[config.mk]
export PLATFORM = sky130hd
export DESIGN_NAME = cp0_ctl_v2
export DESIGN_NICKNAME = d
export VERILOG_FILES = /design/src/rtl/cp0_ctl_v2.sv
export SDC_FILE = /design/constraint.sdc
export NUM_CORES = 1
export LEC_CHECK = 0
export CAP_MARGIN = 20
export CORE_AREA = 2 2 175 177
export CTS_CLUSTER_SIZE = 30
export DETAILED_ROUTE_END_ITERATION = 8
export DIE_AREA = 0 0 177 179
export PLACE_DENSITY_LB_ADDON = 0.08
export SYNTH_ARGS = -nofsm -noshare
export SYNTH_HDL_FRONTEND = slang
export SYNTH_SLANG_ARGS = --single-unit
[constraint.sdc]
create_clock -name clk -period 2.5 [get_ports clk]
set_input_delay 0.375 -clock clk [delete_from_list [all_inputs] [get_ports clk]]
set_output_delay 0.375 -clock clk [all_outputs]
set_load 0.02 [all_outputs]
[src/rtl/cp0_ctl_v2.sv]
// CP0 state for the commit stage: Status/Cause/EPC/timer, plus TLB registers when CP0_TLB_EN is defined.
// MFC0 is combinational; every write lands on the next edge; no backpressure, one write source per cycle.
module cp0_ctl_v2 #(
    parameter int NUM_HW_INTR = 6,
    parameter int COUNT_DIV   = 2,
    parameter int TLB_ENTRIES = 16,
    localparam int IDX_W      = $clog2(TLB_ENTRIES)
) (
    input  logic                   clk,
    input  logic                   rst,
    input  logic [NUM_HW_INTR-1:0] cp0_intr_i,
    input  logic [7:0]             cp0_addr_i,
    input  logic                   cp0_ren_i,
    input  logic                   cp0_wen_i,
    input  logic [31:0]            cp0_wdata_i,
    input  logic                   cp0_exc_flag_i,
    input  logic [3:0]             cp0_exc_type_i,
    input  logic [31:0]            cp0_pc_i,
    input  logic                   cp0_inslot_i,
    input  logic [31:0]            cp0_baddr_i,
    input  logic                   tlbp_wen_i,
    input  logic                   tlbp_miss_i,
    input  logic [IDX_W-1:0]       tlbp_idx_i,
    input  logic                   tlbr_wen_i,
    input  logic [31:0]            tlbr_hi_i,
    input  logic [31:0]            tlbr_lo0_i,
    input  logic [31:0]            tlbr_lo1_i,
    output logic [31:0]            cp0_rdata_o,
    output logic [31:0]            Status_o,
    output logic [31:0]            Cause_o,
    output logic [31:0]            EPC_o,
    output logic [31:0]            EntryHi_o,
    output logic [31:0]            Index_o,
    output logic [31:0]            Random_o,
    output logic                   exc_intr
);
    localparam logic [7:0] A_INDEX = 8'h00, A_RANDOM = 8'h08, A_LO0 = 8'h10, A_LO1 = 8'h18,
        A_CONTEXT = 8'h20, A_WIRED = 8'h30, A_BADV = 8'h40, A_COUNT = 8'h48, A_HI = 8'h50,
        A_COMPARE = 8'h58, A_STATUS = 8'h60, A_CAUSE = 8'h68, A_EPC = 8'h70, A_PRID = 8'h78,
        A_CONFIG = 8'h80, A_CONFIG1 = 8'h81, A_ERREPC = 8'hF0;
    localparam logic [3:0] T_INTR = 4'd0, T_ADEL1 = 4'd1, T_ADEL2 = 4'd2, T_ADES = 4'd3,
        T_OV = 4'd4, T_SYSC = 4'd5, T_BP = 4'd6, T_RI = 4'd7, T_TLBL = 4'd8, T_TLBS = 4'd9,
        T_TLBM = 4'd10, T_ERET = 4'd15;
    localparam logic [31:0] PRID = 32'h0001_8000;
    localparam int PW = (COUNT_DIV > 1) ? $clog2(COUNT_DIV) : 1;

    logic [PW-1:0] presc;
    logic [31:0]   count, compare, epc, badvaddr, error_epc;
    logic          bev, exl, ie, bd, ti;
    logic [7:0]    im, ip_eff;
    logic [5:0]    ip_hw, intr_ext;
    logic [1:0]    ip_sw;
    logic [4:0]    exc_code, exc_code_n;
    logic [2:0]    k0;
    logic          tlb_act, mtc0, presc_wrap, is_tlb_exc, is_addr_exc;
    logic [31:0]   lo0_r, lo1_r, ctx_r, wired_r;
    logic [5:0]    mmu_size;

    always_comb begin
        intr_ext = '0;
        intr_ext[NUM_HW_INTR-1:0] = cp0_intr_i;
    end

    always_comb begin
        exc_code_n = 5'd10;
        case (cp0_exc_type_i)
            T_INTR:          exc_code_n = 5'd0;
            T_ADEL1, T_ADEL2: exc_code_n = 5'd4;
            T_ADES:          exc_code_n = 5'd5;
            T_OV:            exc_code_n = 5'd12;
            T_SYSC:          exc_code_n = 5'd8;
            T_BP:            exc_code_n = 5'd9;
            T_RI:            exc_code_n = 5'd10;
            T_TLBL:          exc_code_n = 5'd2;
            T_TLBS:          exc_code_n = 5'd3;
            T_TLBM:          exc_code_n = 5'd1;
            default:         exc_code_n = 5'd10;
        endcase
    end

    assign is_tlb_exc  = (cp0_exc_type_i == T_TLBL) || (cp0_exc_type_i == T_TLBS) ||
                         (cp0_exc_type_i == T_TLBM);
    assign is_addr_exc = (cp0_exc_type_i == T_ADEL1) || (cp0_exc_type_i == T_ADEL2) ||
                         (cp0_exc_type_i == T_ADES);
    // Exceptions beat TLB results, which beat MTC0; the loser is simply dropped.
    assign mtc0        = cp0_wen_i & ~cp0_exc_flag_i & ~tlb_act;
    assign presc_wrap  = (presc == PW'(COUNT_DIV - 1));

    always_ff @(posedge clk) begin
        if (rst) begin
            presc <= '0;  count <= '0;  compare <= '0;  epc <= '0;  badvaddr <= '0;
            error_epc <= 32'hBFC0_0000;
            bev <= 1'b1;  exl <= 1'b0;  ie <= 1'b0;  bd <= 1'b0;  ti <= 1'b0;
            im <= '0;  ip_hw <= '0;  ip_sw <= '0;  exc_code <= '0;  k0 <= 3'd3;
        end else begin
            ip_hw <= intr_ext;
            presc <= presc_wrap ? '0 : presc + PW'(1);
            if (presc_wrap)
                count <= count + 32'd1;
            if ((count == compare) && (compare != 32'd0))
                ti <= 1'b1;
            if (cp0_exc_flag_i) begin
                if (cp0_exc_type_i == T_ERET) begin
                    exl <= 1'b0;
                end else begin
                    if (!exl) begin
                        epc <= cp0_inslot_i ? cp0_pc_i - 32'd4 : cp0_pc_i;
                        bd  <= cp0_inslot_i;
                    end
                    exl      <= 1'b1;
                    exc_code <= exc_code_n;
                    if (is_addr_exc || is_tlb_exc)
                        badvaddr <= cp0_baddr_i;
                end
            end else if (mtc0) begin
                case (cp0_addr_i)
                    A_COUNT:   begin count <= cp0_wdata_i; presc <= '0; end
                    A_COMPARE: begin compare <= cp0_wdata_i; ti <= 1'b0; end
                    A_STATUS:  begin
                        bev <= cp0_wdata_i[22];  im <= cp0_wdata_i[15:8];
                        exl <= cp0_wdata_i[1];   ie <= cp0_wdata_i[0];
                    end
                    A_CAUSE:   ip_sw <= cp0_wdata_i[9:8];
                    A_EPC:     epc <= cp0_wdata_i;
                    A_CONFIG:  k0 <= cp0_wdata_i[2:0];
                    A_ERREPC:  error_epc <= cp0_wdata_i;
                    default:   ;
                endcase
            end
        end
    end

`ifdef CP0_TLB_EN
    localparam logic [IDX_W-1:0] RAND_MAX = IDX_W'(TLB_ENTRIES - 1);
    logic             index_p;
    logic [IDX_W-1:0] index_i, random;
    logic [IDX_W:0]   wired;
    logic [18:0]      hi_vpn2, ctx_vpn2;
    logic [7:0]       hi_asid;
    logic [8:0]       ctx_pte;
    logic [25:0]      lo0, lo1;
    logic             unused_tlb_bits;

    assign unused_tlb_bits = ^{tlbr_hi_i[12:8], tlbr_lo0_i[31:26], tlbr_lo1_i[31:26]};
    assign tlb_act = tlbp_wen_i | tlbr_wen_i;

    always_ff @(posedge clk) begin
        if (rst) begin
            index_p <= 1'b0;  index_i <= '0;  random <= RAND_MAX;  wired <= '0;
            hi_vpn2 <= '0;  hi_asid <= '0;  ctx_vpn2 <= '0;  ctx_pte <= '0;  lo0 <= '0;  lo1 <= '0;
        end else begin
            // Wired >= TLB_ENTRIES also lands here, so Random parks at its top value.
            if ({1'b0, random} <= wired)
                random <= RAND_MAX;
            else
                random <= random - IDX_W'(1);
            if (cp0_exc_flag_i) begin
                if (is_tlb_exc) begin
                    hi_vpn2  <= cp0_baddr_i[31:13];
                    ctx_vpn2 <= cp0_baddr_i[31:13];
                end
            end else if (tlb_act) begin
                if (tlbp_wen_i) begin
                    index_p <= tlbp_miss_i;
                    if (!tlbp_miss_i)
                        index_i <= tlbp_idx_i;
                end
                if (tlbr_wen_i) begin
                    hi_vpn2 <= tlbr_hi_i[31:13];  hi_asid <= tlbr_hi_i[7:0];
                    lo0 <= tlbr_lo0_i[25:0];      lo1 <= tlbr_lo1_i[25:0];
                end
            end else if (cp0_wen_i) begin
                case (cp0_addr_i)
                    A_INDEX:   index_i <= cp0_wdata_i[IDX_W-1:0];
                    A_LO0:     lo0 <= cp0_wdata_i[25:0];
                    A_LO1:     lo1 <= cp0_wdata_i[25:0];
                    A_CONTEXT: ctx_pte <= cp0_wdata_i[31:23];
                    A_HI:      begin hi_vpn2 <= cp0_wdata_i[31:13]; hi_asid <= cp0_wdata_i[7:0]; end
                    A_WIRED:   begin
                        wired  <= (cp0_wdata_i >= 32'(TLB_ENTRIES)) ? (IDX_W+1)'(TLB_ENTRIES)
                                                                     : cp0_wdata_i[IDX_W:0];
                        random <= RAND_MAX;
                    end
                    default:   ;
                endcase
            end
        end
    end

    assign Index_o   = {index_p, {(31-IDX_W){1'b0}}, index_i};
    assign Random_o  = 32'(random);
    assign EntryHi_o = {hi_vpn2, 5'b0, hi_asid};
    assign lo0_r     = 32'(lo0);
    assign lo1_r     = 32'(lo1);
    assign ctx_r     = {ctx_pte, ctx_vpn2, 4'b0};
    assign wired_r   = 32'(wired);
    assign mmu_size  = 6'(TLB_ENTRIES - 1);
`else
    logic unused_tlb;
    assign unused_tlb = ^{tlbp_wen_i, tlbp_miss_i, tlbp_idx_i, tlbr_wen_i, tlbr_hi_i,
                          tlbr_lo0_i, tlbr_lo1_i};
    assign tlb_act   = 1'b0;
    assign Index_o   = '0;
    assign Random_o  = '0;
    assign EntryHi_o = '0;
    assign lo0_r     = '0;
    assign lo1_r     = '0;
    assign ctx_r     = '0;
    assign wired_r   = '0;
    assign mmu_size  = '0;
`endif

    assign ip_eff   = {ip_hw[5] | ti, ip_hw[4:0], ip_sw};
    assign Status_o = {9'b0, bev, 6'b0, im, 6'b0, exl, ie};
    assign Cause_o  = {bd, ti, 14'b0, ip_eff, 1'b0, exc_code, 2'b0};
    assign EPC_o    = epc;
    assign exc_intr = (|(ip_eff & im)) & ie & ~exl;

    always_comb begin
        cp0_rdata_o = '0;
        if (cp0_ren_i) begin
            case (cp0_addr_i)
                A_INDEX:   cp0_rdata_o = Index_o;
                A_RANDOM:  cp0_rdata_o = Random_o;
                A_LO0:     cp0_rdata_o = lo0_r;
                A_LO1:     cp0_rdata_o = lo1_r;
                A_CONTEXT: cp0_rdata_o = ctx_r;
                A_WIRED:   cp0_rdata_o = wired_r;
                A_BADV:    cp0_rdata_o = badvaddr;
                A_COUNT:   cp0_rdata_o = count;
                A_HI:      cp0_rdata_o = EntryHi_o;
                A_COMPARE: cp0_rdata_o = compare;
                A_STATUS:  cp0_rdata_o = Status_o;
                A_CAUSE:   cp0_rdata_o = Cause_o;
                A_EPC:     cp0_rdata_o = epc;
                A_PRID:    cp0_rdata_o = PRID;
                A_CONFIG:  cp0_rdata_o = {1'b1, 21'b0, 3'b001, 4'b0, k0};
                A_CONFIG1: cp0_rdata_o = {1'b0, mmu_size, 25'b0};
                A_ERREPC:  cp0_rdata_o = error_epc;
                default:   cp0_rdata_o = '0;
            endcase
        end
    end
endmodule
======== Word level (Yosys, flattened, before mapping) ========
Memories as Yosys holds them, arrays and structs flattened. A register that Yosys moved wholly into a read port is not among the register bits.
Index checks and enable logic that the tools add are counted.
word-level totals
  memories kept ........................... 1
  register bits ........................... 190
  output and inout port bits .............. 225
  logic and storage cells ................. 92
  bits in read-only memories .............. 64
  bits of input ports ..................... 223
cells by class
  bitwise gates (word level) .............. 8
  equality and inequality tests ........... 19
  reduce and logical (&&, ||, !) cells .... 21
  muxes and demuxes ....................... 24
  $add $sub $neg .......................... 3
memories
  name             depth  bits a word  rd ports  clocked after memory_dff  write ports  line  RTL
  (no name shown)  16     4            1         1                         0            66    case (cp0_exc_type_i)
operators by type and width
  operator                                                                count
  32-bit two-way mux                                                      11
  32-bit case mux with 9 select lines                                     1
  8-bit by 7-bit equality test with 1-bit output (second input constant)  7
  32-bit by 1-bit adder with 32-bit output (second input constant)        1
  32-bit equality test                                                    1
  32-bit nonzero test                                                     1
  32-bit by 3-bit subtractor with 32-bit output (second input constant)   1
  3-bit AND reduction                                                     7
  4-bit equality test (second input constant)                             4
  8-bit equality test (second input constant)                             2
  1-bit two-way mux                                                       12
  8-bit bitwise AND                                                       1
  4-bit by 2-bit equality test with 1-bit output (second input constant)  2
  8-bit OR reduction                                                      1
  2-bit nonzero test                                                      3
  1-bit logical OR                                                        5
  4-bit by 1-bit equality test with 1-bit output (second input constant)  1
  2-bit inequality test (second input constant)                           2
  2-bit AND reduction                                                     2
  4-bit AND reduction                                                     1
  1-bit bitwise AND                                                       3
  1-bit inverter                                                          3
  1-bit adder (second input constant)                                     1
  1-bit logical AND                                                       1
  1-bit OR                                                                1

======== Depth between registers and ports, before layout ========
Gate-level depths: netlist of the first run.
  depth in word-level cells ............... 6
  gate-level depth with buffers ........... 9
  gate-level depth less buffers ........... 7

======== Least setup slack after synthesis of the first run ========
Ideal clock, no wire load.
  path kind ............................... input port to output port
  start ................................... input cp0_addr_i[1]
  end ..................................... output cp0_rdata_o[11]
  setup slack ............................. -395 ps
  stages on the path ...................... 5
  required time ........................... 2125 ps
  arrival ................................. 2520 ps
  buffers on the path ..................... 1
  cells stage by stage .................... or4b_2 -> nor4_1 -> clkbuf_1 -> a222oi_1 -> a31oi_1
on the way
  cells in the longest elaborated chain, start to end .. 3
  elaborated cells between the ends (all ways) .. 11
ends and longest elaborated chain
  element                                                                                       line  RTL
  from (decl)                                                                                   12    input logic [7:0] cp0_addr_i,
  8-bit equality test / 8-bit by 7-bit equality test with 1-bit output (equally long branches)  222   case (cp0_addr_i)
  32-bit case mux with 9 select lines (*)                                                       222
  32-bit two-way mux (*)                                                                        221   if (cp0_ren_i) begin
  to (decl)                                                                                     28    output logic [31:0] cp0_rdata_o,
Every way passes the cells marked *; elsewhere a longest branch is shown, timed or not.

======== Worst setup path after layout of the first run ========
  start ................................... input cp0_addr_i[0]
  end ..................................... output cp0_rdata_o[1]
The elaborated chain is that of the path after synthesis.

==> results of run 1 <==
==> how the worst min path moves through the flow <==
stage	from	endpoint	cells past startpoint
floorplan	badvaddr[20]$_SDFFE_PP0P_	badvaddr[20]$_SDFFE_PP0P_	2
global placement	error_epc[30]$_SDFFE_PP0P_	error_epc[30]$_SDFFE_PP0P_	2
detailed placement	error_epc[30]$_SDFFE_PP0P_	error_epc[30]$_SDFFE_PP0P_	2
CTS	rst	k0[0]$_SDFFE_PP1P_	3
global route	rst	k0[0]$_SDFFE_PP1P_	3
finish	rst	k0[0]$_SDFFE_PP1P_	3
==> per-layer routing <==
layer  vias up  part of all wire  GRT usage
met5         -                 0          0
met4         0             0.019     0.0651
met3        44             0.081     0.0318
met2       549              0.44      0.414
met1      5335              0.46      0.413
li1       5329                 -          -
==> cell type report <==
class | count | area, um^2
Tap cell | 396 | 495
Inverter | 15 | 56.3
Sequential cell | 189 | 3780
Clock buffer | 17 | 425
Clock inverter | 15 | 196
Timing Repair Buffer | 379 | 3710
Multi-Input combinational cell | 1102 | 6550
Antenna cell | 1 | 2.50
Fill cell | 2961 | 14800
==> cells in the final DEF, fill, tap and decap left out, drive strengths merged, types with 28 or more instances in the layout <==
| master | n |
|---|---|
| xnor2 | 67 |
| nor2 | 79 |
| a21oi | 137 |
| clkdlybuf4s50 | 166 |
| dfxtp | 189 |
| nor3 | 29 |
| a22oi | 32 |
| nor4 | 28 |
| buf | 204 |
| nand3 | 34 |
| a211oi | 38 |
| nand2 | 259 |
| conb | 135 |
==> power by group through the flow <==
stage | logic, mW | registers (mW) | clock network [mW]
floorplan | 0.683 | 3.24 | 0
global placement | 1.16 | 3.23 | 0
detailed placement | 1.16 | 3.23 | 0
CTS | 1.18 | 3.16 | 2.98
global route | 1.28 | 3.17 | 3.10
finish | 1.20 | 3.16 | 2.95
==> through the flow <==
step                      TNS (ns)  cells  setup WS, ns
after floorplan             -0.324   1566        -0.133
after global placement      -40.51   2063        -0.899
after detailed placement    -43.14   2063        -0.925
after CTS                  -0.0835   2109       -0.0453
after global routing        -0.535   2113       -0.0601
final                      -0.0244   2114       -0.0120
==> registers in the layout, indices dropped and copies added (netlist names) <==
signal	cells
EPC_o	32
badvaddr	32
compare	32
count	32
error_epc	32
im	8
ip_hw	6
exc_code	4
k0	3
ip_sw	2
bd	1
bev	1
exl	1
ie	1
presc	1
ti	1
==> what timing repair did <==
item	4_1_cts	5_1_grt
gates cloned	3	2
buffers inserted	11	4
gates resized for setup	212	34
setup endpoints to repair	47	31
pin swaps	22	27
==> cell families after synthesis <==
family          count (synthesis)  synth area share
fa+ha+maj                       8           0.00903
buf+inv                       276             0.143
xor+xnor                       81            0.0640
compound gates                318             0.191
mux                            34            0.0318
other cells                     1          0.000338
simple gates                  525             0.219
flops                         189             0.341
==> worst max-delay path: stages <==
cell and delay (ns):
buf_6 0.09, or4b_4 0.57, buf_6 0.14, nor4_4 0.16
buf_6 0.18, buf_12 0.14, a22oi_2 0.09, a21oi_2 0.21
buf_4 0.18
==> summary.txt, run 1 <==
CTS
  • CTS tree: yes
  • Clk Tree Root Cell: clkbuf_16
  • Clock sink total: 189
  • Clock Path Buffers: 2
  • Clk_lat worst skew: ~0.44 ns
  • H-tree Lvls: 4
  • Worst-path clk slew: roughly 0.07 ns
  • Num CTS Buffers: 17
  • CTS Hold Bufs: 0

Logic synthesis
  • Synth area leaders: dfxtp_1 34%, buf_4 9.8%, nand2_1 8.8%
  • Yosys reg bits: 189
  • Most used DFF post-synth: dfxtp_1
  • Yosys top cell area share: 0.341
  • Cell taking the most area after synthesis: dfxtp_1
  • Async set-reset flop share out of synthesis: 0
  • Sequential-to-total area share from yosys stat: 0.341
  • Average size of a mapped cell: 7.74 um^2
  • Synth cell types: 60
  • Post-Syn Instances: about 1400
  • YS warnings: 0
  • EDFF count, synth: 0
  • List of most frequent post-synthesis cells: 259 x nand2_1, 189 x dfxtp_1, 145 x buf_4
  • Cell with the most instances after synthesis: nand2_1
  • Cell Area, Synth: 11100 um^2

GRT
  • Number of global-route vias before repair: 10300
  • First-pass GRT wire length: around 65000 um
  • Total grt overflow: 0
  • Initial antenna violation count: 0
  • Overall routing resource usage: 0.274
  • Pin count of the biggest net entering global routing: between 150 and 200

Setup path
  • Crit. Startpoint: cp0_addr_i[0]
  • R2R Path Start: count[0]$_SDFF_PP0_
  • Setup slack, reg-to-reg: roughly 0.44 ns
  • Crit path to: cp0_rdata_o[1]
  • Reg2Reg Capture Point: count[26]$_SDFF_PP0_
  • CP required: 2.12 ns
  • Critical Path Source Type: primary input
  • Critical path class: primary input to output port
  • Crit-path max FO: 6
  • Reg2Reg Depth: 6
  • Critical Path Sink Type: output port
  • Worst Path Arrival: 2.14 ns

Die
  • Die W: 177 um
  • Starting Density: 0.369
  • Total Die Area: 31700 um^2
  • Core area: around 30000 um^2
  • Die H: roughly 180 um
  • Row cnt: 64
  • Top Ports: roughly 450

Power
  • Tot Pwr: about 7.3 mW
  • Standby leakage power: 5.56 nW
  • Sequential cell fraction of total power: 0.433
  • Logic pwr share: 0.164
  • Switch share: 0.301
  • Cell-internal power: 5.11 mW
  • NetSw: 2.20 mW
  • Clk pwr share: 0.403
  • P per Cell Area: 481 nW/um^2
  • Max rail drop VDD: 0.485 mV

Route
  • Iteration-0 DRC count of the detailed router: 1337
  • Via-to-Cell Ratio: 5.32
  • Routed wire per std cell: ~21 um
  • DR vias: 11300
  • Final ANT Viol Nets: 0
  • DR pass1 iterations: 6
  • Final WL: 44700 um
  • DR DRC count: 0

Job
  • Max-Cap Viols: 0

STA
  • Final Skew: 0.0199 ns
  • Setup-failing EPs final: 3
  • PnR worst setup slack: -0.0120 ns
  • Unrepaired setup endpoints after global routing: true
  • Hold Fails Final Rpt: 0
  • Rel. slew slack: 0.430
  • Hold WS: 0.332 ns
  • Tightest Pin Transition: about 0.86 ns
  • Final min period: 2.51 ns
  • F_max: between 300 and 400 MHz
  • Period utilization: 1.00
  • Max-slew violations: 0

Cells and area
  • Final instance area: 15200 um^2
  • Post-Route Utilization: 0.507
  • Share of cells above drive strength 1: 0.189
  • Area grow syn2layout: 37.3%
  • Final nets: 1935

Placement
  • Post-DP Area: around 14000 um^2
  • Hpwl dp: 33500 um
  • Gp weighted congestion: 0.925
  • Number of port buffers: 209

Hold path
  • HP Class: primary input to flip-flop

Outcome
  • Status: complete, but fails checks
  • Failing checks: setup timing
Note: power is estimated with default switching activity, not from simulation.
==> run 2: changes to the inputs <==
- SETUP_SLACK_MARGIN: unset -> 0.05
==> run 2 against run 1 <==
Compared with the run above: the run still ends with setup timing left; die area unchanged; first-iteration DRC count grew 2.3%; worst hold slack got worse by 0.20 ns; largest cell class unchanged; highest routed layer unchanged.
==> summary.txt, run 2 (synthesis results as in run 1) <==
Outcome
  • Status: complete, but fails checks
  • Failing checks: setup timing

Cells and area
  • Area grow syn2layout: 38.7%
  • Most frequent cells in the layout: 259 x nand2_1, 189 x dfxtp_1, 156 x clkdlybuf4s50_1, 143 x buf_4, 135 x conb_1
  • Most common cell after layout, fill and taps aside: nand2_1
  • Share of cells above drive strength 1: 0.197 (+0.00757)
  • Final nets: 1935 (unchanged)
  • Post-Route Utilization: 0.512 (+0.00512)

Setup path
  • Crit-path most repeated cell: buf_4
  • Reg2Reg Capture Point: count[19]$_SDFF_PP0_
  • Critical Path Sink Type: output port
  • Max stage delay cell, worst path: or4b_4
  • Delay-heaviest family, CP: buffers and inverters
  • Worst Path Arrival: 2.15 ns (about the same)
  • CP required: 2.12 ns (about the same)
  • R2R Path Start: count[2]$_SDFF_PP0_
  • Buffers & Inverters on Critical Path: 5 (unchanged)
  • Critical Path, Cell by Cell: buf_6, or4b_4, buf_4, nor4_4, buf_4, clkbuf_16, a222oi_1, a31oi_2, buf_4
  • Critical Path Source Type: primary input
  • Crit-path max FO: 6 (unchanged)
  • CP peak stage delay: 0.55 ns (-0.02 ns)
  • Reg2Reg Depth: 6 (unchanged)
  • Setup slack, reg-to-reg: 0.35 ns (-0.09 ns)
  • Critical Path Stages: 9 (unchanged)
  • Critical path class: primary input to output port

Hold path
  • HP Class: primary input to flip-flop
  • Hold worst-path end: ip_hw[5]$_SDFF_PP0_
  • Worst hold start: rst
  • WHS Path Cells: 2 (-1)

STA
  • Tightest Pin Transition: 0.605 ns (-0.250 ns)
  • Rel. slew slack: 0.586 (+0.156)
  • Hold Fails Final Rpt: 0 (unchanged)
  • F_max: 395 MHz (-0.67%)
  • Final Skew: 0.0180 ns (-0.00193 ns)
  • Max-slew violations: 0 (unchanged)
  • PnR worst setup slack: -0.0290 ns (-0.0170 ns)
  • Setup-failing EPs final: 10 (+7)
  • Hold WS: 0.132 ns (-0.200 ns)
  • Period utilization: 1.01 (+0.00678)
  • Final min period: 2.53 ns (+0.0170 ns)
  • Unrepaired setup endpoints after global routing: true

GRT
  • Number of global-route vias before repair: 10300 (+0.70%)
  • Overall routing resource usage: 0.273 (-0.00104)
  • Total grt overflow: 0 (unchanged)
  • Pin count of the biggest net entering global routing: 124 (-20%)
  • First-pass GRT wire length: 64600 um (-0.11%)
  • Initial antenna violation count: 3 (+3)

Power
  • Standby leakage power: 5.63 nW (+1.4%)
  • Max rail drop VDD: 0.521 mV (+7.3%)
  • NetSw: 2.14 mW (-2.9%)
  • Switch share: 0.304 (+0.00345)
  • P per Cell Area: 457 nW/um^2 (-4.9%)
  • Logic pwr share: 0.169 (+0.005)
  • Cell-internal power: 4.89 mW (-4.4%)
  • Clk pwr share: 0.380 (-0.023)
  • Sequential cell fraction of total power: 0.450 (+0.017)

Route
  • Iteration-0 DRC count of the detailed router: 1368 (+2.3%)
  • Final WL: 44500 um (-0.47%)
  • DR DRC count: 0 (unchanged)
  • DR pass1 iterations: 7 (+1)
  • Via-to-Cell Ratio: 5.34 (+0.22%)
  • DR vias: 11300 (+0.31%)
  • Final ANT Viol Nets: 0 (unchanged)
  • Routed wire per std cell: 21.0 um (-0.56%)

Die
  • Total Die Area: 31700 um^2 (unchanged)
  • Starting Density: 0.369 (unchanged)
  • Top Ports: 448 (unchanged)
  • Die W: 177 um (unchanged)
  • Core area: 30000 um^2 (unchanged)
  • Die H: 179 um (unchanged)
  • Row cnt: 64 (unchanged)

Placement
  • Gp weighted congestion: 0.942 (+1.8%)
  • Hpwl dp: 32900 um (-1.7%)
  • Pre-CTS WS: -0.915 ns (+0.00925 ns)
  • Number of port buffers: 209 (unchanged)

CTS
  • Clock sink total: 189 (unchanged)
  • Clk Tree Root Cell: clkbuf_16
  • H-tree Lvls: 4 (unchanged)
  • Num CTS Buffers: 17 (unchanged)
  • CTS tree: yes
  • Worst-path clk slew: 0.08 ns (about the same)
  • Clk_lat worst skew: 0.45 ns (about the same)
  • Clock Path Buffers: 2 (unchanged)

Job
  • Max-Cap Viols: 0 (unchanged)
run 2: metrics by stage:
stage | total power [mW] | instances | setup TNS [ns] | area [um^2]
final | 7.02 | 2116 | -0.135 | 15400
after CTS | 7.03 | 2105 | -0.0483 | 15100
after detailed placement | 4.38 | 2058 | -48.15 | 14200
after global routing | 7.26 | 2116 | -0.665 | 15400
after global placement | 4.38 | 2058 | -42.81 | 14200
after floorplan | 3.93 | 1566 | -0.324 | 11700
run 2: worst max path at each step:
stage | from | endpoint | slack (ns)
6_report | cp0_addr_i[2] | cp0_rdata_o[9] | -0.03
5_1_grt | cp0_addr_i[2] | cp0_rdata_o[11] | -0.07
4_1_cts | cp0_addr_i[2] | cp0_rdata_o[27] | -0.03
3_5_place_dp | cp0_addr_i[1] | cp0_rdata_o[7] | -0.92
3_3_place_gp | cp0_addr_i[1] | cp0_rdata_o[7] | -0.88
2_1_floorplan | cp0_pc_i[2] | EPC_o[25]$_SDFFE_PP0P_ | -0.13
run 2: final cells by class:
type	count	area (um^2)
inverters	15	56.3
well taps	396	495
diodes	3	7.51
fillers	2913	14700
multi-input cells	1103	6690
clock inverters	13	123
flip-flops and latches	189	3780
clock buffers	19	433
repair buffers	378	3780
run 2: worst reg2reg max path, cell delays in order (launching register included):
cell and delay, ns:
dfxtp_1 0.49, nand4_1 0.21, or4_1 0.64, buf_4 0.25, nor3_1 0.17, xnor2_1 0.09
a211oi_1 0.24
run 2: power groups by stage:
stage	combinational, mW	clock (mW)	sequential [mW]
2_1_floorplan	0.683	0	3.24
3_3_place_gp	1.15	0	3.23
3_5_place_dp	1.15	0	3.23
4_1_cts	1.17	2.70	3.16
5_1_grt	1.27	2.82	3.17
6_report	1.19	2.67	3.16
run 2: repair_timing:
item | in CTS | in global routing
hold buffers | 0 | 0
cloned | 6 | 4
buffers inserted | 9 | 4
resized for setup | 249 | 40
pin swaps | 39 | 17
setup endpoints to repair | 48 | 38
run 2: per-layer routing:
| layer | routed length (um) | up-vias | global-route usage |
|---|---|---|---|
| met5 | 0 | - | 0 |
| met4 | 1100 | 0 | 0.100 |
| met2 | 19600 | 558 | 0.406 |
| met3 | 3840 | 52 | 0.0566 |
| met1 | 20000 | 5353 | 0.388 |
| li1 | - | 5329 | - |
